===== src/rtl/vdp_sprite_line_evaluator_pkg.sv =====
// Shared types for the per-line sprite evaluator: FSM encoding and width helpers.
package vdp_sprite_line_evaluator_pkg;

    typedef enum logic [2:0] {
        ST_IDLE  = 3'd0,
        ST_SCAN  = 3'd1,
        ST_DRAIN = 3'd2,
        ST_TERM  = 3'd3,
        ST_DONE  = 3'd4
    } state_e;

    // Wider of two widths, used to compare Y distance against sprite height.
    function automatic int max_w(input int a, input int b);
        return (a > b) ? a : b;
    endfunction

endpackage


===== src/rtl/vdp_sprite_line_evaluator_y_compare.sv =====
// Registered Y-intersection stage: wrap-around line distance, height compare
// and optional vertical flip, tagged with one valid bit and the sprite id.
module vdp_sprite_line_evaluator_y_compare
    import vdp_sprite_line_evaluator_pkg::*;
#(
    parameter int Y_WIDTH      = 9,
    parameter int HEIGHT_WIDTH = 6,
    parameter int ID_WIDTH     = 8
) (
    input  logic                    clk,
    input  logic                    reset_n,
    input  logic                    flush_i,
    input  logic                    vld_i,
    input  logic [Y_WIDTH-1:0]      render_y_i,
    input  logic [Y_WIDTH-1:0]      sprite_y_i,
    input  logic [HEIGHT_WIDTH-1:0] height_i,
    input  logic                    flip_i,
    input  logic                    wsel_i,
    input  logic [ID_WIDTH-1:0]     id_i,
    output logic                    vld_o,
    output logic                    hit_o,
    output logic [HEIGHT_WIDTH-1:0] intersect_o,
    output logic                    wsel_o,
    output logic [ID_WIDTH-1:0]     id_o
);

    localparam int CW = max_w(Y_WIDTH, HEIGHT_WIDTH);

    logic [Y_WIDTH-1:0]      diff;
    logic [CW-1:0]           diff_x;
    logic [CW-1:0]           height_x;
    logic                    hit_c;
    logic [HEIGHT_WIDTH-1:0] isect_c;

    logic                    vld_p1_q;
    logic                    hit_p1_q;
    logic [HEIGHT_WIDTH-1:0] isect_p1_q;
    logic                    wsel_p1_q;
    logic [ID_WIDTH-1:0]     id_p1_q;

    // Distance wraps modulo 2^Y_WIDTH so sprites straddling the bottom edge hit line 0 onward.
    always_comb begin
        diff     = render_y_i - sprite_y_i;
        diff_x   = CW'(diff);
        height_x = CW'(height_i);
        hit_c    = (diff_x < height_x);
        isect_c  = flip_i ? HEIGHT_WIDTH'(height_x - CW'(1) - diff_x) : HEIGHT_WIDTH'(diff_x);
    end

    // Valid tag is control and is cleared when the scan restarts or overflows.
    always_ff @(posedge clk or negedge reset_n) begin
        if (!reset_n) begin
            vld_p1_q <= 1'b0;
        end else if (flush_i) begin
            vld_p1_q <= 1'b0;
        end else begin
            vld_p1_q <= vld_i;
        end
    end

    // Result payload, qualified by the valid tag.
    always_ff @(posedge clk) begin
        hit_p1_q   <= hit_c;
        isect_p1_q <= isect_c;
        wsel_p1_q  <= wsel_i;
        id_p1_q    <= id_i;
    end

    assign vld_o       = vld_p1_q;
    assign hit_o       = hit_p1_q;
    assign intersect_o = isect_p1_q;
    assign wsel_o      = wsel_p1_q;
    assign id_o        = id_p1_q;

endmodule


===== src/rtl/vdp_sprite_line_evaluator.sv =====
// Per-line sprite evaluator: scans every sprite's Y attributes once per line,
// writes intersecting sprites to the hit list, flags overflow, appends a terminator.
module vdp_sprite_line_evaluator
    import vdp_sprite_line_evaluator_pkg::*;
#(
    parameter int SPRITES_TOTAL  = 256,
    parameter int HIT_LIST_DEPTH = 64,
    parameter int Y_WIDTH        = 9,
    parameter int HEIGHT_WIDTH   = 6,
    parameter int READ_LATENCY   = 2,
    localparam int ID_WIDTH      = $clog2(SPRITES_TOTAL),
    localparam int IDX_WIDTH     = $clog2(HIT_LIST_DEPTH + 1)
) (
    input  logic                    clk,
    input  logic                    reset_n,
    input  logic                    start,
    input  logic [Y_WIDTH-1:0]      render_y,
    output logic [ID_WIDTH-1:0]     sprite_test_id,
    input  logic [Y_WIDTH-1:0]      sprite_y,
    input  logic [HEIGHT_WIDTH-1:0] sprite_height,
    input  logic                    flip_y,
    input  logic                    width_select_in,
    output logic                    hit_list_write_en,
    output logic [IDX_WIDTH-1:0]    hit_list_index,
    output logic [ID_WIDTH-1:0]     hit_sprite_id,
    output logic [HEIGHT_WIDTH-1:0] hit_y_intersect,
    output logic                    hit_width_select,
    output logic                    hit_terminator,
    output logic [IDX_WIDTH-1:0]    hit_count,
    output logic                    busy,
    output logic                    finished,
    output logic                    overflow,
    output logic [ID_WIDTH-1:0]     overflow_sprite_id
);

    localparam logic [IDX_WIDTH-1:0] DEPTH   = IDX_WIDTH'(HIT_LIST_DEPTH);
    localparam logic [IDX_WIDTH-1:0] CNT_ONE = IDX_WIDTH'(1);
    localparam logic [ID_WIDTH-1:0]  LAST_ID = ID_WIDTH'(SPRITES_TOTAL - 1);
    localparam logic [ID_WIDTH-1:0]  ID_ONE  = ID_WIDTH'(1);

    state_e                  state_q, state_d;
    logic [ID_WIDTH-1:0]     id_q, id_d;
    logic [IDX_WIDTH-1:0]    cnt_q, cnt_d;
    logic                    ovf_q, ovf_d;
    logic [ID_WIDTH-1:0]     ovf_id_q, ovf_id_d;
    logic [Y_WIDTH-1:0]      ry_q;

    logic [READ_LATENCY-1:0] vld_q;
    logic [ID_WIDTH-1:0]     id_pipe_q [READ_LATENCY];

    logic                    cmp_vld;
    logic                    cmp_hit;
    logic [HEIGHT_WIDTH-1:0] cmp_isect;
    logic                    cmp_ws;
    logic [ID_WIDTH-1:0]     cmp_id;

    logic issue, flush, list_full, hit_wr, ovf_det, term_wr;

    assign issue = (state_q == ST_SCAN) && !start;
    assign flush = start || ovf_det;

    // Line number is captured once per scan so the renderer may move on.
    always_ff @(posedge clk) begin
        if (start) begin
            ry_q <= render_y;
        end
    end

    // Valid bits follow each issued address until its attributes arrive.
    always_ff @(posedge clk or negedge reset_n) begin
        if (!reset_n) begin
            vld_q <= '0;
        end else if (flush) begin
            vld_q <= '0;
        end else begin
            vld_q[0] <= issue;
            for (int i = 1; i < READ_LATENCY; i++) begin
                vld_q[i] <= vld_q[i-1];
            end
        end
    end

    // Sprite id travels alongside the attribute read.
    always_ff @(posedge clk) begin
        id_pipe_q[0] <= id_q;
        for (int i = 1; i < READ_LATENCY; i++) begin
            id_pipe_q[i] <= id_pipe_q[i-1];
        end
    end

    vdp_sprite_line_evaluator_y_compare #(
        .Y_WIDTH      (Y_WIDTH),
        .HEIGHT_WIDTH (HEIGHT_WIDTH),
        .ID_WIDTH     (ID_WIDTH)
    ) u_y_compare (
        .clk         (clk),
        .reset_n     (reset_n),
        .flush_i     (flush),
        .vld_i       (vld_q[READ_LATENCY-1]),
        .render_y_i  (ry_q),
        .sprite_y_i  (sprite_y),
        .height_i    (sprite_height),
        .flip_i      (flip_y),
        .wsel_i      (width_select_in),
        .id_i        (id_pipe_q[READ_LATENCY-1]),
        .vld_o       (cmp_vld),
        .hit_o       (cmp_hit),
        .intersect_o (cmp_isect),
        .wsel_o      (cmp_ws),
        .id_o        (cmp_id)
    );

    // Next-state, write decisions and counters; a start overrides everything else.
    always_comb begin
        list_full = (cnt_q == DEPTH);
        hit_wr    = cmp_vld && cmp_hit && !list_full && !start;
        ovf_det   = cmp_vld && cmp_hit && list_full && !start;
        term_wr   = (state_q == ST_TERM) && !list_full && !start;

        state_d  = state_q;
        id_d     = id_q;
        cnt_d    = hit_wr ? (cnt_q + CNT_ONE) : cnt_q;
        ovf_d    = ovf_q;
        ovf_id_d = ovf_id_q;

        if (ovf_det) begin
            ovf_d    = 1'b1;
            ovf_id_d = cmp_id;
        end

        case (state_q)
            ST_SCAN: begin
                if (ovf_det) begin
                    state_d = ST_DONE;
                end else if (id_q == LAST_ID) begin
                    state_d = ST_DRAIN;
                end else begin
                    id_d = id_q + ID_ONE;
                end
            end
            ST_DRAIN: begin
                if (ovf_det) begin
                    state_d = ST_DONE;
                end else if (vld_q == '0) begin
                    state_d = ST_TERM;
                end
            end
            ST_TERM:          state_d = ST_DONE;
            ST_IDLE, ST_DONE: state_d = state_q;
            default:          state_d = ST_IDLE;
        endcase

        if (start) begin
            state_d  = ST_SCAN;
            id_d     = '0;
            cnt_d    = '0;
            ovf_d    = 1'b0;
            ovf_id_d = '0;
        end
    end

    // Control state register.
    always_ff @(posedge clk or negedge reset_n) begin
        if (!reset_n) begin
            state_q  <= ST_IDLE;
            id_q     <= '0;
            cnt_q    <= '0;
            ovf_q    <= 1'b0;
            ovf_id_q <= '0;
        end else begin
            state_q  <= state_d;
            id_q     <= id_d;
            cnt_q    <= cnt_d;
            ovf_q    <= ovf_d;
            ovf_id_q <= ovf_id_d;
        end
    end

    assign sprite_test_id     = id_q;
    assign busy               = (state_q == ST_SCAN) || (state_q == ST_DRAIN) || (state_q == ST_TERM);
    assign finished           = (state_q == ST_DONE);
    assign hit_list_write_en  = hit_wr || term_wr;
    assign hit_list_index     = cnt_q;
    assign hit_sprite_id      = hit_wr ? cmp_id : '0;
    assign hit_y_intersect    = hit_wr ? cmp_isect : '0;
    assign hit_width_select   = hit_wr && cmp_ws;
    assign hit_terminator     = term_wr;
    assign hit_count          = cnt_q;
    assign overflow           = ovf_q || ovf_det;
    assign overflow_sprite_id = ovf_q ? ovf_id_q : (ovf_det ? cmp_id : '0);

endmodule


===== config.mk =====
export PLATFORM = sky130hd
export DESIGN_NAME = vdp_sprite_line_evaluator
export DESIGN_NICKNAME = d
export VERILOG_FILES = /design/src/rtl/vdp_sprite_line_evaluator_pkg.sv /design/src/rtl/vdp_sprite_line_evaluator_y_compare.sv /design/src/rtl/vdp_sprite_line_evaluator.sv
export SDC_FILE = /design/constraint.sdc
export NUM_CORES = 1
export LEC_CHECK = 0
export ABC_CLOCK_PERIOD_IN_PS = 3930
export CORE_ASPECT_RATIO = 0.6
export CORE_UTILIZATION = 25
export CTS_CLUSTER_SIZE = 12
export DETAILED_ROUTE_END_ITERATION = 10
export PLACE_DENSITY = 0.55
export SYNTH_ARGS = -nofsm -noshare
export SYNTH_HDL_FRONTEND = slang
export SYNTH_HIERARCHICAL = 1
export SYNTH_SLANG_ARGS = --single-unit
export TNS_END_PERCENT = 20

===== constraint.sdc =====
create_clock -name clk -period 3.93 [get_ports clk]
set_input_delay 0.786 -clock clk [delete_from_list [all_inputs] [get_ports clk]]
set_output_delay 0.786 -clock clk [all_outputs]
set_load 0.03 [all_outputs]

# Word level (Yosys, flattened, before mapping)
# Memories as Yosys holds them, arrays and structs flattened. A register that Yosys moved wholly into a read port is not among the register bits.
# Cells that the tools add are included.
[classes]
n_mux = 23
reduce_logical = 24
order_cmp = 1
eq_ne = 11
n_addsub = 5
[ops]
columns = ["operator", "n"]
rows = [
  ["$mux 8", 9],
  ["$mux 3", 5],
  ["$mux 7", 2],
  ["$mux 6", 2],
  ["$pmux 3 s4", 1],
  ["$logic_and 1x1->1", 9],
  ["$lt 9x6->1", 1],
  ["$sub 9x9->9", 1],
  ["$add 8x1->8 const B", 1],
  ["$eq 8x8->1 const B", 1],
  ["$add 7x1->7 const B", 1],
  ["$eq 7x7->1 const B", 1],
  ["$eq 3x2->1 const B", 2],
  ["$ne 2x2->1 const B", 3],
  ["$reduce_and 3->1", 2],
  ["$reduce_bool 2->1", 3],
  ["$sub 6x1->6 const B", 1],
  ["$sub 6x6->6", 1],
  ["$logic_or 1x1->1", 5],
  ["$ne 4x3->1 const B", 1],
  ["$ne 4x4->1 const B", 1],
  ["$eq 3x1->1 const B", 1],
  ["$eq 3x3->1 const B", 1],
  ["$logic_not 3->1", 1],
  ["5 further kinds", 8],
]
[totals]
mem_bits_rw = 16
regBits = 47
memories = 1
wordCells = 76
input_bits = 29
[mem_list]
columns = ["memory", "words", "word_bits", "read_ports", "rd_ports_with_merged_regs", "write_ports", "line_no", "rtl"]
rows = [
  ["id_pipe_q", 2, 8, 2, 1, 2, "vdp_sprite_line_evaluator.sv:49", "logic [ID_WIDTH-1:0] id_pipe_q [READ_LATENCY];"],
]

# Depth between registers and ports, before layout
[depth]
ltp_word = 6
depth_mapped = 14
mapped_depth_nobuf = 14

# Modules after synthesis
# Netlist, hierarchy kept.
[modules_own_cells]
columns = ["mod", "seq_area_each_um2", "area_each_um2", "cells_each", "instances"]
rows = [
  ["vdp_sprite_line_evaluator", 1316.3, 2354.8, 207, 1],
  ["vdp_sprite_line_evaluator_y_compare", 345.3, 1224.9, 140, 1],
]

# Worst setup path before layout
# No wires, ideal clock.
[synth_path]
kind = "register to output"
start = "register cnt_q[0] (netlist: hit_count[0])"
end = "output port hit_list_write_en"
required_time_ps = 3144
n_path_buf = 0
slack_ps = 523
t_arrival_ps = 2621
stages_incl_launch_ff = 7
cell_sequence = "dfrtp_1 -> inv_1 -> ha_1 -> nand4bb_4 -> nor3_1 -> nor4b_1 -> or2_2"
[synth_between]
elab_chain_len = 5
[synth_lines]
columns = ["item", "line_no", "rtl"]
rows = [
  ["start, declared", "vdp_sprite_line_evaluator.sv:43", "logic [IDX_WIDTH-1:0] cnt_q, cnt_d;"],
  ["start signal, assigned", "vdp_sprite_line_evaluator.sv:173", "cnt_q <= cnt_d;"],
  ["$eq 7x7->1", "vdp_sprite_line_evaluator.sv:115", "list_full = (cnt_q == DEPTH);"],
  ["$logic_not 1->1", "vdp_sprite_line_evaluator.sv:118", "term_wr = (state_q == ST_TERM) && !list_full && !start;"],
  ["$logic_and 1x1->1 (2 in series)", "vdp_sprite_line_evaluator.sv:118", ""],
  ["named net hit_terminator", "vdp_sprite_line_evaluator.sv:28", "output logic hit_terminator,"],
  ["$logic_or 1x1->1", "vdp_sprite_line_evaluator.sv:182", "assign hit_list_write_en = hit_wr || term_wr;"],
  ["end, declared", "vdp_sprite_line_evaluator.sv:23", "output logic hit_list_write_en,"],
]
# The timed path passes the listed nets, and every way through them passes these cells.

# Final worst setup path
[layout_path]
start = "register cnt_q[0] (netlist: hit_count[0])"
end = "output port overflow_sprite_id[7]"
[layout_between]
elab_chain_len = 5
[layout_lines]
columns = ["item", "line_no", "rtl"]
rows = [
  ["$eq 7x7->1", "vdp_sprite_line_evaluator.sv:115", ""],
  ["$logic_and 1x1->1 (2 in series)", "vdp_sprite_line_evaluator.sv:117", "ovf_det = cmp_vld && cmp_hit && list_full && !start;"],
  ["$mux 8 (2 in series)", "vdp_sprite_line_evaluator.sv:190", "assign overflow_sprite_id = ovf_q ? ovf_id_q : (ovf_det ? cmp_id : '0);"],
  ["end, declared", "vdp_sprite_line_evaluator.sv:33", "output logic [ID_WIDTH-1:0] overflow_sprite_id"],
]
# No other way between the ends.

==> metrics.txt <==
Final Cycle Share=0.9472; PD cells=442.0 nW/um^2; Min Clock Period, post-route=3.723 ns; vias in the first global route=2726; worst setup margin=0.2075 ns; synthesized netlist cell count=347; Reg-to-Reg Start=ry_q[0]; Reg clk slew, reported paths=0.05 ns; FF+latch count, synth=71; fin util=0.3482; deepest clock path buffer count=2; layout cells sized above 1=0.09390; Fin Setup TNS=0 ns; final hold vios=0; Ys Warns=6; Slew @ Worst Pin=1.075 ns; maximum fanout along the worst path=8; port bufs=78; Fillers=1370; Worst setup EP type=primary output; Avg WL per Cell=14.62 um; Synth top cells by count=32 x dfxtp_1, 32 x nor2_1, 30 x dfrtp_1; sw frac=0.2904; CTS tree=done; critical path launch point type=flip-flop; Vias=2740; Cells after DPL=602; Slew Limit Fails=0; chip width=156.5 um; outcome=finished, final reports clean; hold_ws=0.3238 ns; Int Pwr=1.510 mW; Avg Vias per Cell=4.434; DRT Wirelength=9037 um; # diodes=0; crit-path cells=inv_1, ha_1, nand4bb_4, nor3_2, and3b_1, a22o_1, clkdlybuf4s50_1; fmax=0.2686 GHz; Post-DRT Antenna Nets=0; first-pass GRT wire length=14180 um; Crit path required time=3.14 ns; Slew HR=0.2789; GPL Wtd Cong=0.8268; Avg Cell Area, Syn=10.32 sq um; Place WS=0.004583 ns; Synth area leader=dfrtp_1; largest net degree at the start of global routing=31; HP Start=id_pipe_q[0][11]; critical path class=reg2out; Slowest cell on crit path=clkdlybuf4s50_1; Clk pwr share=0.372; max_cap viols=0; main area contributors after synthesis=dfrtp_1 21%, dfxtp_1 18%, edfxtp_1 7.5%; Tot Pwr=2.129 mW; P_sw=0.6181 mW; Gate power share=0.217; final std cells w/o fill=618; total gr overflow=0; Layout Skew=0.005916 ns; Root Buffer=clkbuf_16; die area=14820 sq um; HP Class=reg2reg; Initial Utilization=0.2588; H-tree Lvls=3; Setup violations, final=0; predominant post-synthesis flop cell=dfxtp_1; worst IR drop on VDD=0.2124 mV; Yosys cell types=64; core area=13830 sq um; area share of the largest cell type after synthesis=0.2097; clock sinks=71; Async SR Flop Fraction=0.4225; RSZ-0062 raised after global routing=false; DRT Pass-1 Iters=4; post-CTS setup buffer count=0; reg2reg end=u_y_compare/intersect_o[5]; Nets=471; post-detailed-placement half-perimeter wirelength=6592 um; hold path depth=0; Die Span Y=94.69 um; later-pin clock latency in the skew report=0.33 ns; number of flops mapped to enable cells by yosys=9; Area growth syn-to-layout=34.53%; R2R cell count=14; post-synth net total=397; num ports=79; initial antenna violation count=0; setup slack, reg-to-reg=0.85 ns; Leak=1.955 nW; remaining routing DRC violations=0; Sequential Power Share=0.411; slowest stage delay, CP=0.68 ns; Cell Area, Synth=3580 sq um; TritonCTS buffer count=9; design area=4816 sq um; CP Data Arrival Time=2.94 ns; Setup crit start=hit_count[0]; worst hold endpoint=u_y_compare/id_o[3]; gr usage total=0.1280; initial DRC count=143; DP Area=4509 sq um; sequential fraction of the synthesis area=0.4642; Cell Rows=33
worst max-delay path: cells and delay by family (launching register included):
| family | cells | cell delay, ns |
|---|---|---|
| AOI/OAI and AO/OA | 1 | 0.24 |
| adders and majority gates | 1 | 0.20 |
| buffers and inverters | 2 | 0.77 |
| DFF | 1 | 0.45 |
| and+or+nand+nor | 3 | 0.94 |
routing by layer:
| layer | part of all wire | routed length, um | vias up | GRT usage |
|---|---|---|---|---|
| met4 | 0.0076 | 69 | 0 | 0.03186 |
| li1 | - | - | 1369 | - |
| met5 | 0 | 0 | - | 0 |
| met2 | 0.43 | 3850 | 66 | 0.1927 |
| met1 | 0.52 | 4708 | 1298 | 0.1768 |
| met3 | 0.045 | 408 | 7 | 0.04039 |
flip-flops by register name, summed over array words and instances (netlist names):
signal                   flops
id_pipe_q                   16
ry_q                         9
ovf_id_q                     8
sprite_test_id               8
u_y_compare/id_o             8
hit_count                    7
u_y_compare/intersect_o      6
state_q                      3
vld_q                        2
ovf_q                        1
u_y_compare/hit_o            1
u_y_compare/vld_o            1
u_y_compare/wsel_o           1
power groups by stage:
stage / Clock [mW] / Sequential (mW) / Combinational [mW]
after global routing: 0.853 / 0.887 / 0.503
after floorplan: 0 / 0.894 / 0.294
final: 0.791 / 0.874 / 0.463
after detailed placement: 0 / 0.890 / 0.455
after global placement: 0 / 0.889 / 0.444
after CTS: 0.818 / 0.876 / 0.459
cell families (layout without fill, tap and decap cells):
group                    after synthesis  after routing  synth area share
AND/OR/NAND/NOR                      118            118            0.1961
flip-flops                            71             71            0.4642
buffers and inverters                 44            123           0.05872
multiplexers                          14             14           0.04020
adder cells (fa/ha/maj)               21             21           0.07760
AO/OA/AOI/OAI                         66             66            0.1314
XOR/XNOR                              13             13           0.03181
area by class of cell:
cell class	count	area (sq um)	share of cell area
clock buffers	12	267.8	0.05560
clock inverters	4	27.53	0.005716
inverters	25	93.84	0.01949
multi-input cells	232	1719	0.3570
flip-flops and latches	71	1662	0.3450
well taps	192	240.2	0.04988
repair buffers	82	805.8	0.1673
placed cells by master (no fill, tap or decap), types with 3 or more instances in the layout:
cell,instances
a211oi_1,3
a21o_1,6
a21oi_1,12
a22o_1,8
and2_1,18
and3_1,3
buf_4,4
clkbuf_16,10
clkdlybuf4s50_1,77
dfrtp_1,30
dfxtp_1,32
edfxtp_1,9
ha_1,19
inv_1,25
mux2i_1,11
nand2_1,11
nand2b_1,3
nand3_1,6
nand4_1,5
nor2_1,32
nor2b_1,5
nor3_1,4
o21ai_0,11
o21ai_1,3
o31ai_1,4
or2_2,5
or3_1,3
or4_1,5
xnor2_1,9
xor2_1,4
worst max path at each step:
stage | depth (start not counted) | slack (ns) | to
detailed placement | 14 | 0.005 | u_y_compare/intersect_o[5]
global placement | 14 | 0.07 | u_y_compare/intersect_o[5]
CTS | 7 | 0.04 | overflow_sprite_id[7]
floorplan | 6 | 0.52 | hit_list_write_en
finish | 7 | 0.21 | overflow_sprite_id[7]
global route | 7 | 0.005 | overflow_sprite_id[7]
timing repair:
action | CTS | global route
endpoints found under the setup margin | 0 | 13
gates resized for setup | 0 | 2
hold buffers | 0 | 0
(Power assumes the default switching activity.)
